<file path="config.mk">
export PLATFORM = sky130hd
export DESIGN_NAME = yutorina_exc_ctrl
export DESIGN_NICKNAME = d
export VERILOG_FILES = /design/src/rtl/yutorina_exc_ctrl_pkg.sv /design/src/rtl/yutorina_int_prio.sv /design/src/rtl/yutorina_exc_ctrl.sv
export SDC_FILE = /design/constraint.sdc
export NUM_CORES = 1
export LEC_CHECK = 0
export BUFFER_PORTS_ARGS = -buffer_cell sky130_fd_sc_hd__buf_4
export CORE_ASPECT_RATIO = 1.4
export CORE_MARGIN = 4
export CORE_UTILIZATION = 35
export CTS_BUF_LIST = sky130_fd_sc_hd__clkbuf_8
export DETAILED_ROUTE_END_ITERATION = 7
export GPL_ROUTABILITY_DRIVEN = 0
export PLACE_DENSITY = 0.61
export SETUP_SLACK_MARGIN = 0.05
export SLEW_MARGIN = 5
export SYNTH_ARGS = -nofsm -noshare
export SYNTH_HDL_FRONTEND = slang
export SYNTH_SLANG_ARGS = --single-unit
</file>
<file path="constraint.sdc">
create_clock -name clk -period 7 [get_ports clk]
set_input_delay 2.1 -clock clk [delete_from_list [all_inputs] [get_ports clk]]
set_output_delay 2.1 -clock clk [all_outputs]
set_load 0.02 [all_outputs]
</file>
<file path="src/rtl/yutorina_exc_ctrl_pkg.sv">
// Shared bus widths, SPR map, exception/control-op codes and cause layout for
// the exception controller and its interrupt priority encoder.
package yutorina_exc_ctrl_pkg;

    localparam int WORD_DATA_W = 32;
    localparam int WORD_ADDR_W = 30;
    localparam int SPR_ADDR_W  = 5;
    localparam int EXP_W       = 3;
    localparam int CTRL_OP_W   = 2;
    localparam int INT_IDX_W   = 8;
    localparam int CAUSE_W     = EXP_W + 1 + INT_IDX_W;

    typedef logic [WORD_DATA_W-1:0] word_data_t;
    typedef logic [WORD_ADDR_W-1:0] word_addr_t;
    typedef logic [SPR_ADDR_W-1:0]  spr_addr_t;
    typedef logic [EXP_W-1:0]       exp_code_t;
    typedef logic [CTRL_OP_W-1:0]   ctrl_op_t;
    typedef logic [CAUSE_W-1:0]     cause_t;

    localparam ctrl_op_t CTRL_NOP  = 2'd0;
    localparam ctrl_op_t CTRL_WRCR = 2'd1;
    localparam ctrl_op_t CTRL_ERET = 2'd2;

    localparam exp_code_t EXP_NONE       = 3'd0;
    localparam exp_code_t EXP_INT        = 3'd1;
    localparam exp_code_t EXP_UNDEF_INSN = 3'd2;
    localparam exp_code_t EXP_OVERFLOW   = 3'd3;
    localparam exp_code_t EXP_MISS_ALIGN = 3'd4;
    localparam exp_code_t EXP_TRAP       = 3'd5;
    localparam exp_code_t EXP_PRV_VIO    = 3'd6;

    localparam spr_addr_t SPR_MODE   = 5'd0;
    localparam spr_addr_t SPR_PC     = 5'd1;
    localparam spr_addr_t SPR_EPC    = 5'd2;
    localparam spr_addr_t SPR_VECTOR = 5'd3;
    localparam spr_addr_t SPR_CNT_L  = 5'd4;
    localparam spr_addr_t SPR_CNT_H  = 5'd5;
    localparam spr_addr_t SPR_CAUSE  = 5'd6;
    localparam spr_addr_t SPR_IMASK  = 5'd7;
    localparam spr_addr_t SPR_IPEND  = 5'd8;
    localparam spr_addr_t SPR_CMP    = 5'd9;

    localparam logic MODE_KERNEL = 1'b0;
    localparam logic MODE_USER   = 1'b1;

    // Cause layout: [11:9] exception code, [8] interrupt flag, [7:0] line index.
    localparam int CAUSE_IDX_LSB = 0;
    localparam int CAUSE_INT_BIT = INT_IDX_W;
    localparam int CAUSE_EXP_LSB = INT_IDX_W + 1;

    function automatic cause_t make_cause(input exp_code_t code, input logic is_int,
                                          input logic [INT_IDX_W-1:0] idx);
        return {code, is_int, idx};
    endfunction

endpackage

</file>
<file path="src/rtl/yutorina_int_prio.sv">
// Lowest-index-first priority encoder over the enabled interrupt vector
// (external lines plus the timer line at the top).
module yutorina_int_prio
    import yutorina_exc_ctrl_pkg::*;
#(
    parameter int N = 9
) (
    input  logic [N-1:0]         req,
    output logic                 valid,
    output logic [INT_IDX_W-1:0] idx
);

    // Scanning downward lets the lowest set index overwrite any higher one.
    always_comb begin
        valid = |req;
        idx   = '0;
        for (int i = N - 1; i >= 0; i--) begin
            if (req[i]) begin
                idx = INT_IDX_W'(i);
            end
        end
    end

endmodule

</file>
<file path="src/rtl/yutorina_exc_ctrl.sv">
// CPU control unit: stall/flush/redirect generation, exception entry and ERET,
// SPR file, external interrupt controller and cycle-counter timer compare.
module yutorina_exc_ctrl
    import yutorina_exc_ctrl_pkg::*;
#(
    parameter int INT_NUM = 8,
    parameter int CNT_W   = 64,
    parameter int SYNC_EN = 1
) (
    input  logic               clk,
    input  logic               rst,
    input  logic               i_busy,
    input  logic               d_busy,
    input  ctrl_op_t           ctrl_op,
    input  logic               id_en_,
    input  logic               mem_en_,
    input  exp_code_t          exp_code,
    input  logic [INT_NUM-1:0] irq,
    input  logic               we_,
    input  word_addr_t         mem_pc,
    input  spr_addr_t          r_addr,
    input  spr_addr_t          w_addr,
    input  word_data_t         w_data,
    output word_data_t         r_data,
    output logic               mode,
    output logic               stall,
    output logic               flush,
    output logic               id_flush,
    output word_addr_t         new_pc,
    output logic               int_req
);

    logic               flush_q, flush_d;
    logic               id_flush_q, id_flush_d;
    word_addr_t         new_pc_q, new_pc_d;
    word_addr_t         epc_q, epc_d;
    word_addr_t         v_addr_q, v_addr_d;
    logic [CNT_W-1:0]   cnt_q, cnt_d;
    logic               mode_q, mode_d;
    logic               pre_mode_q, pre_mode_d;
    logic               int_mask_q, int_mask_d;
    logic [INT_NUM:0]   imask_q, imask_d;
    logic               tmr_pend_q, tmr_pend_d;
    cause_t             cause_q, cause_d;
    word_data_t         cmp_q, cmp_d;
    logic               cmp_en_q, cmp_en_d;

    logic [INT_NUM-1:0]   irq_lvl;
    logic [INT_NUM:0]     pend;
    logic [INT_NUM:0]     en;
    logic                 en_any;
    logic [INT_IDX_W-1:0] en_idx;
    logic                 tmr_hit;
    logic                 is_eret;
    logic                 take_exc;

    generate
        if (SYNC_EN != 0) begin : g_sync
            logic [INT_NUM-1:0] meta_q, sync_q;
            always_ff @(posedge clk or negedge rst) begin
                if (!rst) begin
                    meta_q <= '0;
                    sync_q <= '0;
                end else begin
                    meta_q <= irq;
                    sync_q <= meta_q;
                end
            end
            assign irq_lvl = sync_q;
        end else begin : g_direct
            assign irq_lvl = irq;
        end
    endgenerate

    // External lines are level mirrors; only the timer bit is sticky.
    assign pend    = {tmr_pend_q, irq_lvl};
    assign en      = pend & imask_q;
    assign tmr_hit = cmp_en_q && (cnt_q[31:0] == cmp_q);

    yutorina_int_prio #(.N(INT_NUM + 1)) u_prio (
        .req   (en),
        .valid (en_any),
        .idx   (en_idx)
    );

    assign stall    = i_busy | d_busy;
    assign int_req  = en_any & ~int_mask_q;
    assign mode     = mode_q;
    assign flush    = flush_q;
    assign id_flush = id_flush_q;
    assign new_pc   = new_pc_q;

    assign is_eret  = !id_en_ && (ctrl_op == CTRL_ERET);
    // A masked or empty interrupt request is not an exception at all.
    assign take_exc = !mem_en_ && !flush_q && (exp_code != EXP_NONE) &&
                      !((exp_code == EXP_INT) && (int_mask_q || !en_any));

    always_comb begin
        cnt_d      = cnt_q + CNT_W'(1);
        tmr_pend_d = tmr_pend_q | tmr_hit;
        flush_d    = flush_q;
        id_flush_d = id_flush_q;
        new_pc_d   = new_pc_q;
        epc_d      = epc_q;
        v_addr_d   = v_addr_q;
        mode_d     = mode_q;
        pre_mode_d = pre_mode_q;
        int_mask_d = int_mask_q;
        imask_d    = imask_q;
        cause_d    = cause_q;
        cmp_d      = cmp_q;
        cmp_en_d   = cmp_en_q;

        if (!stall) begin
            if (is_eret) begin
                flush_d    = 1'b1;
                id_flush_d = 1'b1;
                new_pc_d   = epc_q;
                epc_d      = '0;
                mode_d     = pre_mode_q;
                pre_mode_d = MODE_KERNEL;
                int_mask_d = 1'b0;
            end else if (take_exc) begin
                flush_d    = 1'b1;
                id_flush_d = 1'b0;
                new_pc_d   = v_addr_q;
                epc_d      = mem_pc;
                pre_mode_d = mode_q;
                mode_d     = MODE_KERNEL;
                int_mask_d = 1'b1;
                cause_d    = make_cause(exp_code, exp_code == EXP_INT, en_idx);
            end else if (!mem_en_ && !we_) begin
                flush_d    = 1'b1;
                id_flush_d = 1'b0;
                new_pc_d   = mem_pc;
                case (w_addr)
                    SPR_VECTOR: v_addr_d = w_data[WORD_DATA_W-1:2];
                    SPR_MODE:   mode_d   = w_data[0];
                    SPR_IMASK:  imask_d  = w_data[INT_NUM:0];
                    SPR_IPEND: begin
                        if (w_data[INT_NUM]) begin
                            tmr_pend_d = 1'b0;
                        end
                    end
                    // Rearming the compare discards a coincident match.
                    SPR_CMP: begin
                        cmp_d      = w_data;
                        cmp_en_d   = 1'b1;
                        tmr_pend_d = 1'b0;
                    end
                    default: ;
                endcase
            end else if (!mem_en_) begin
                flush_d    = 1'b0;
                id_flush_d = 1'b0;
                new_pc_d   = '0;
            end
        end
    end

    always_ff @(posedge clk or negedge rst) begin
        if (!rst) begin
            flush_q    <= 1'b0;
            id_flush_q <= 1'b0;
            new_pc_q   <= '0;
            epc_q      <= '0;
            v_addr_q   <= '0;
            cnt_q      <= '0;
            mode_q     <= MODE_KERNEL;
            pre_mode_q <= MODE_KERNEL;
            int_mask_q <= 1'b1;
            imask_q    <= '0;
            tmr_pend_q <= 1'b0;
            cause_q    <= '0;
            cmp_q      <= '0;
            cmp_en_q   <= 1'b0;
        end else begin
            flush_q    <= flush_d;
            id_flush_q <= id_flush_d;
            new_pc_q   <= new_pc_d;
            epc_q      <= epc_d;
            v_addr_q   <= v_addr_d;
            cnt_q      <= cnt_d;
            mode_q     <= mode_d;
            pre_mode_q <= pre_mode_d;
            int_mask_q <= int_mask_d;
            imask_q    <= imask_d;
            tmr_pend_q <= tmr_pend_d;
            cause_q    <= cause_d;
            cmp_q      <= cmp_d;
            cmp_en_q   <= cmp_en_d;
        end
    end

    always_comb begin
        r_data = '0;
        case (r_addr)
            SPR_MODE:   r_data = WORD_DATA_W'(mode_q);
            SPR_PC:     r_data = {mem_pc, 2'b00};
            SPR_EPC:    r_data = {epc_q, 2'b00};
            SPR_VECTOR: r_data = {v_addr_q, 2'b00};
            SPR_CNT_L:  r_data = cnt_q[31:0];
            SPR_CNT_H:  r_data = WORD_DATA_W'(cnt_q[CNT_W-1:32]);
            SPR_CAUSE:  r_data = WORD_DATA_W'(cause_q);
            SPR_IMASK:  r_data = WORD_DATA_W'(imask_q);
            SPR_IPEND:  r_data = WORD_DATA_W'(pend);
            SPR_CMP:    r_data = cmp_q;
            default:    r_data = '0;
        endcase
    end

endmodule

</file>
==> flow_metrics.py <==
metrics = {
    "outcome": {
        "outcome": "finished clean",
    },
    "yosys": {
        "yosys_warnings": 0,
        "synthTopCellsByArea": "dfrtp_1 (51%), a22oi_1 (5.6%), mux2_2 (4.7%)",
        "yosysTopAreaCellShare": 0.5108,
        "ys_seq_area_frac": 0.5132,
        "ys_types": 53,
        "netlist_instances": 1038,
        "syn-cell-area_sq_um": 11020,
        "synth_top_area_cell": "dfrtp_1",
        "synth-edff-count": 0,
        "synth_seq_cells": 226,
        "synth_flop_cell": "dfrtp_1",
        "syn_nets": 1131,
        "synthArstFlopShare": 1.000,
        "syn_area_per_cell_sq_um": 10.62,
    },
    "timing": {
        "fin_skew_ns": 0.02199,
        "drv_slew": 0,
        "tightest_slew_ns": 1.022,
        "setup_viol": 0,
        "finalHoldViolCount": 0,
        "period_minus_slack_ns": 5.998,
        "setup_tns_ns": 0,
        "post-route-period-util": 0.8568,
        "fmax_mhz": 166.7,
        "relSlewSlack": 0.3189,
        "rsz0062_at_grt": "false",
        "holdWs_ns": 0.3491,
    },
    "finish": {
        "area_growth_pct": 21.07,
        "nets": 1278,
        "drive_gt1_frac": 0.2517,
        "fill_cells": 2936,
    },
    "grt": {
        "grt_max_degree": 90,
        "grt_pass1_vias": 9187,
        "grt_antenna_before_repair": 1,
        "grt_pass1_wl_um": 54670,
        "grt_usage": 0.2020,
        "gr-total-overflow": 0,
    },
    "floorplanning": {
        "die_w_um": 158.0,
        "dieArea_sq_um": 34430,
        "rows": 76,
        "io_pins": 159,
        "fp.dieH_um": 218.0,
        "start_util": 0.3566,
        "core_sq_um": 30900,
    },
    "flow_run": {
        "max_cap_viol_count": 0,
    },
    "clock_tree": {
        "cts_resized": 0,
        "worst_setup_hold_path_clk_slew_ns": 0.06,
        "clockRootBuffer": "clkbuf_8",
        "hold_buffers": 0,
        "cts.sinks": 226,
        "cts_buffers": 39,
        "insertion_delay_ns": 0.55,
        "htree_num_levels": 2,
        "clk_path_buf_depth": 3,
        "cts_tree": "yes",
        "post_cts_buffers": 0,
    },
    "placement": {
        "dp_hpwl_um": 24540,
        "portBuffers": 158,
    },
    "critical_path": {
        "arrival_ns": 3.90,
        "cp-start-kind": "input pin",
        "critPathLaunch": "r_addr[4]",
        "r2r_setup_slack_ns": 3.99,
        "cp-end-kind": "output port",
        "required_ns": 4.90,
        "critPathMaxFanout": 8,
        "r2r_start": "imask_q[5]$_DFFE_PN0P_",
        "crit_type": "input pin to output port",
    },
    "routing": {
        "drc": 0,
        "routed_wl_um": 35090,
        "wire_per_inst_um": 21.95,
        "drt-pass1-iter-count": 7,
        "dr_total_vias": 9170,
        "via_per_inst": 5.735,
        "first_iter_violations": 755,
        "antenna_left": 0,
    },
    "power": {
        "p_per_area_nw_per_um2": 241.3,
        "power_mw": 3.220,
        "peakVddDrop_mv": 0.1360,
        "power.leakage_nw": 6.028,
    },
    "min_path": {
        "worstHoldStart": "g_sync.meta_q[2]$_DFF_PN0_",
        "hp-class": "flop to flop",
    },
}
## cell type report
| cell class | count | area (sq um) | area share |
|---|---|---|---|
| Tap cell | 390 | 488.0 | 0.03657 |
| Sequential cell | 226 | 5657 | 0.4239 |
| Multi-Input combinational cell | 726 | 5055 | 0.3788 |
| Antenna cell | 1 | 2.502 | 0.0001875 |
| Timing Repair Buffer | 178 | 1344 | 0.1007 |
| Inverter | 14 | 52.55 | 0.003938 |
| Clock buffer | 49 | 674.4 | 0.05054 |
| Clock inverter | 15 | 71.32 | 0.005345 |
## placed cells by master, fill, tap and decap left out, drive strengths merged, types with 5 or more instances in the layout
master	count
dfrtp	225
buf	178
nand2	118
nand3	83
a22oi	82
mux2	77
xnor2	53
clkbuf	49
a22o	42
xor2	41
o21ai	37
nor2	35
o211ai	32
nand4	28
inv	23
nor4	15
nor3	15
a221oi	8
and3	8
a222oi	6
or2	6
and4	5
and2	5
## path summary, 6_finish.rpt
kind                                         endpoint  cells past startpoint
max reg2reg                     cmp_q[11]$_DFFE_PN0P_                      5
min                        g_sync.sync_q[2]$_DFF_PN0_                      0
max                                         r_data[4]                      7
min in group asynchronous       cmp_q[18]$_DFFE_PN0P_                      1
max in group asynchronous          cnt_q[6]$_DFF_PN0_                      2
min reg2reg                g_sync.sync_q[2]$_DFF_PN0_                      0
## cells in the mapped netlist, types with 2 or more instances
| master | number |
|---|---|
| a222oi_1 | 6 |
| a22o_1 | 42 |
| or3b_2 | 2 |
| a21oi_1 | 2 |
| nand3_1 | 83 |
| nor3_1 | 15 |
| mux2_1 | 31 |
| inv_1 | 14 |
| nor3b_1 | 2 |
| or2_2 | 6 |
| buf_6 | 3 |
| a221oi_1 | 8 |
| xor2_1 | 41 |
| mux2_2 | 46 |
| xnor2_1 | 53 |
| o21ai_4 | 2 |
| a22oi_1 | 82 |
| nor2_1 | 35 |
| mux2i_1 | 3 |
| and2_1 | 5 |
| and3_1 | 8 |
| nand2b_1 | 3 |
| and4_1 | 5 |
| a31oi_1 | 2 |
| nand4_1 | 27 |
| dfrtp_1 | 225 |
| nand2_1 | 118 |
| o211ai_1 | 32 |
| nor4_1 | 15 |
| clkbuf_1 | 52 |
| buf_2 | 12 |
| o21ai_0 | 35 |
| buf_1 | 3 |
## through the flow
step | std cells | worst slack (ns) | area, sq um | util
after floorplan | 1038 | 1.163 | 11020 | -
after global placement | 1534 | 1.055 | 12600 | 0.4076
after detailed placement | 1534 | 1.034 | 12600 | 0.4076
after CTS | 1598 | 1.032 | 13340 | 0.4317
after global routing | 1599 | 0.9807 | 13340 | 0.4318
final | 1599 | 1.002 | 13340 | 0.4318
## registers in the layout (all words and copies together), names as in the netlist
register,count
flush,1
cmp_q,32
tmr_pend_q,1
new_pc,30
g_sync.meta_q,8
epc_q,30
cause_q,8
cnt_q,64
imask_q,9
pre_mode_q,1
id_flush,1
int_mask_q,1
mode,1
cmp_en_q,1
g_sync.sync_q,8
v_addr_q,30
## layer usage
metal / routed length, um / global-route usage / up-vias
li1: - / - / 4117
met1: 14520 / 0.2677 / 4630
met2: 17310 / 0.3393 / 358
met3: 2336 / 0.03355 / 65
met4: 920 / 0.05974 / 0
met5: 0 / 0 / -
## critical path: stages
cell and delay (ns):
buf_4 0.12, or3b_2 0.53, nor2_1 0.58, a22o_1 0.22, a221oi_1 0.05, nand3_1 0.13
buf_4 0.15
## report_power, final
| part | switching [mW] | internal (mW) | leakage, nW |
|---|---|---|---|
| clock | 0.541 | 0.626 | 0.412 |
| combinational | 0.251 | 0.222 | 2.63 |
| sequential | 0.120 | 1.46 | 2.98 |
## kinds of logic after synthesis
kind of cell               after synthesis  synth area share
and+or+nand+nor                        332            0.1463
DFF                                    226            0.5132
AOI/OAI and AO/OA                      219            0.1501
xor gates and xnor gates                94           0.07470
buffers and inverters                   86           0.03315
muxes                                   80           0.08139
adders and majority gates                1          0.001135
Power figures use the tool's default switching activity.
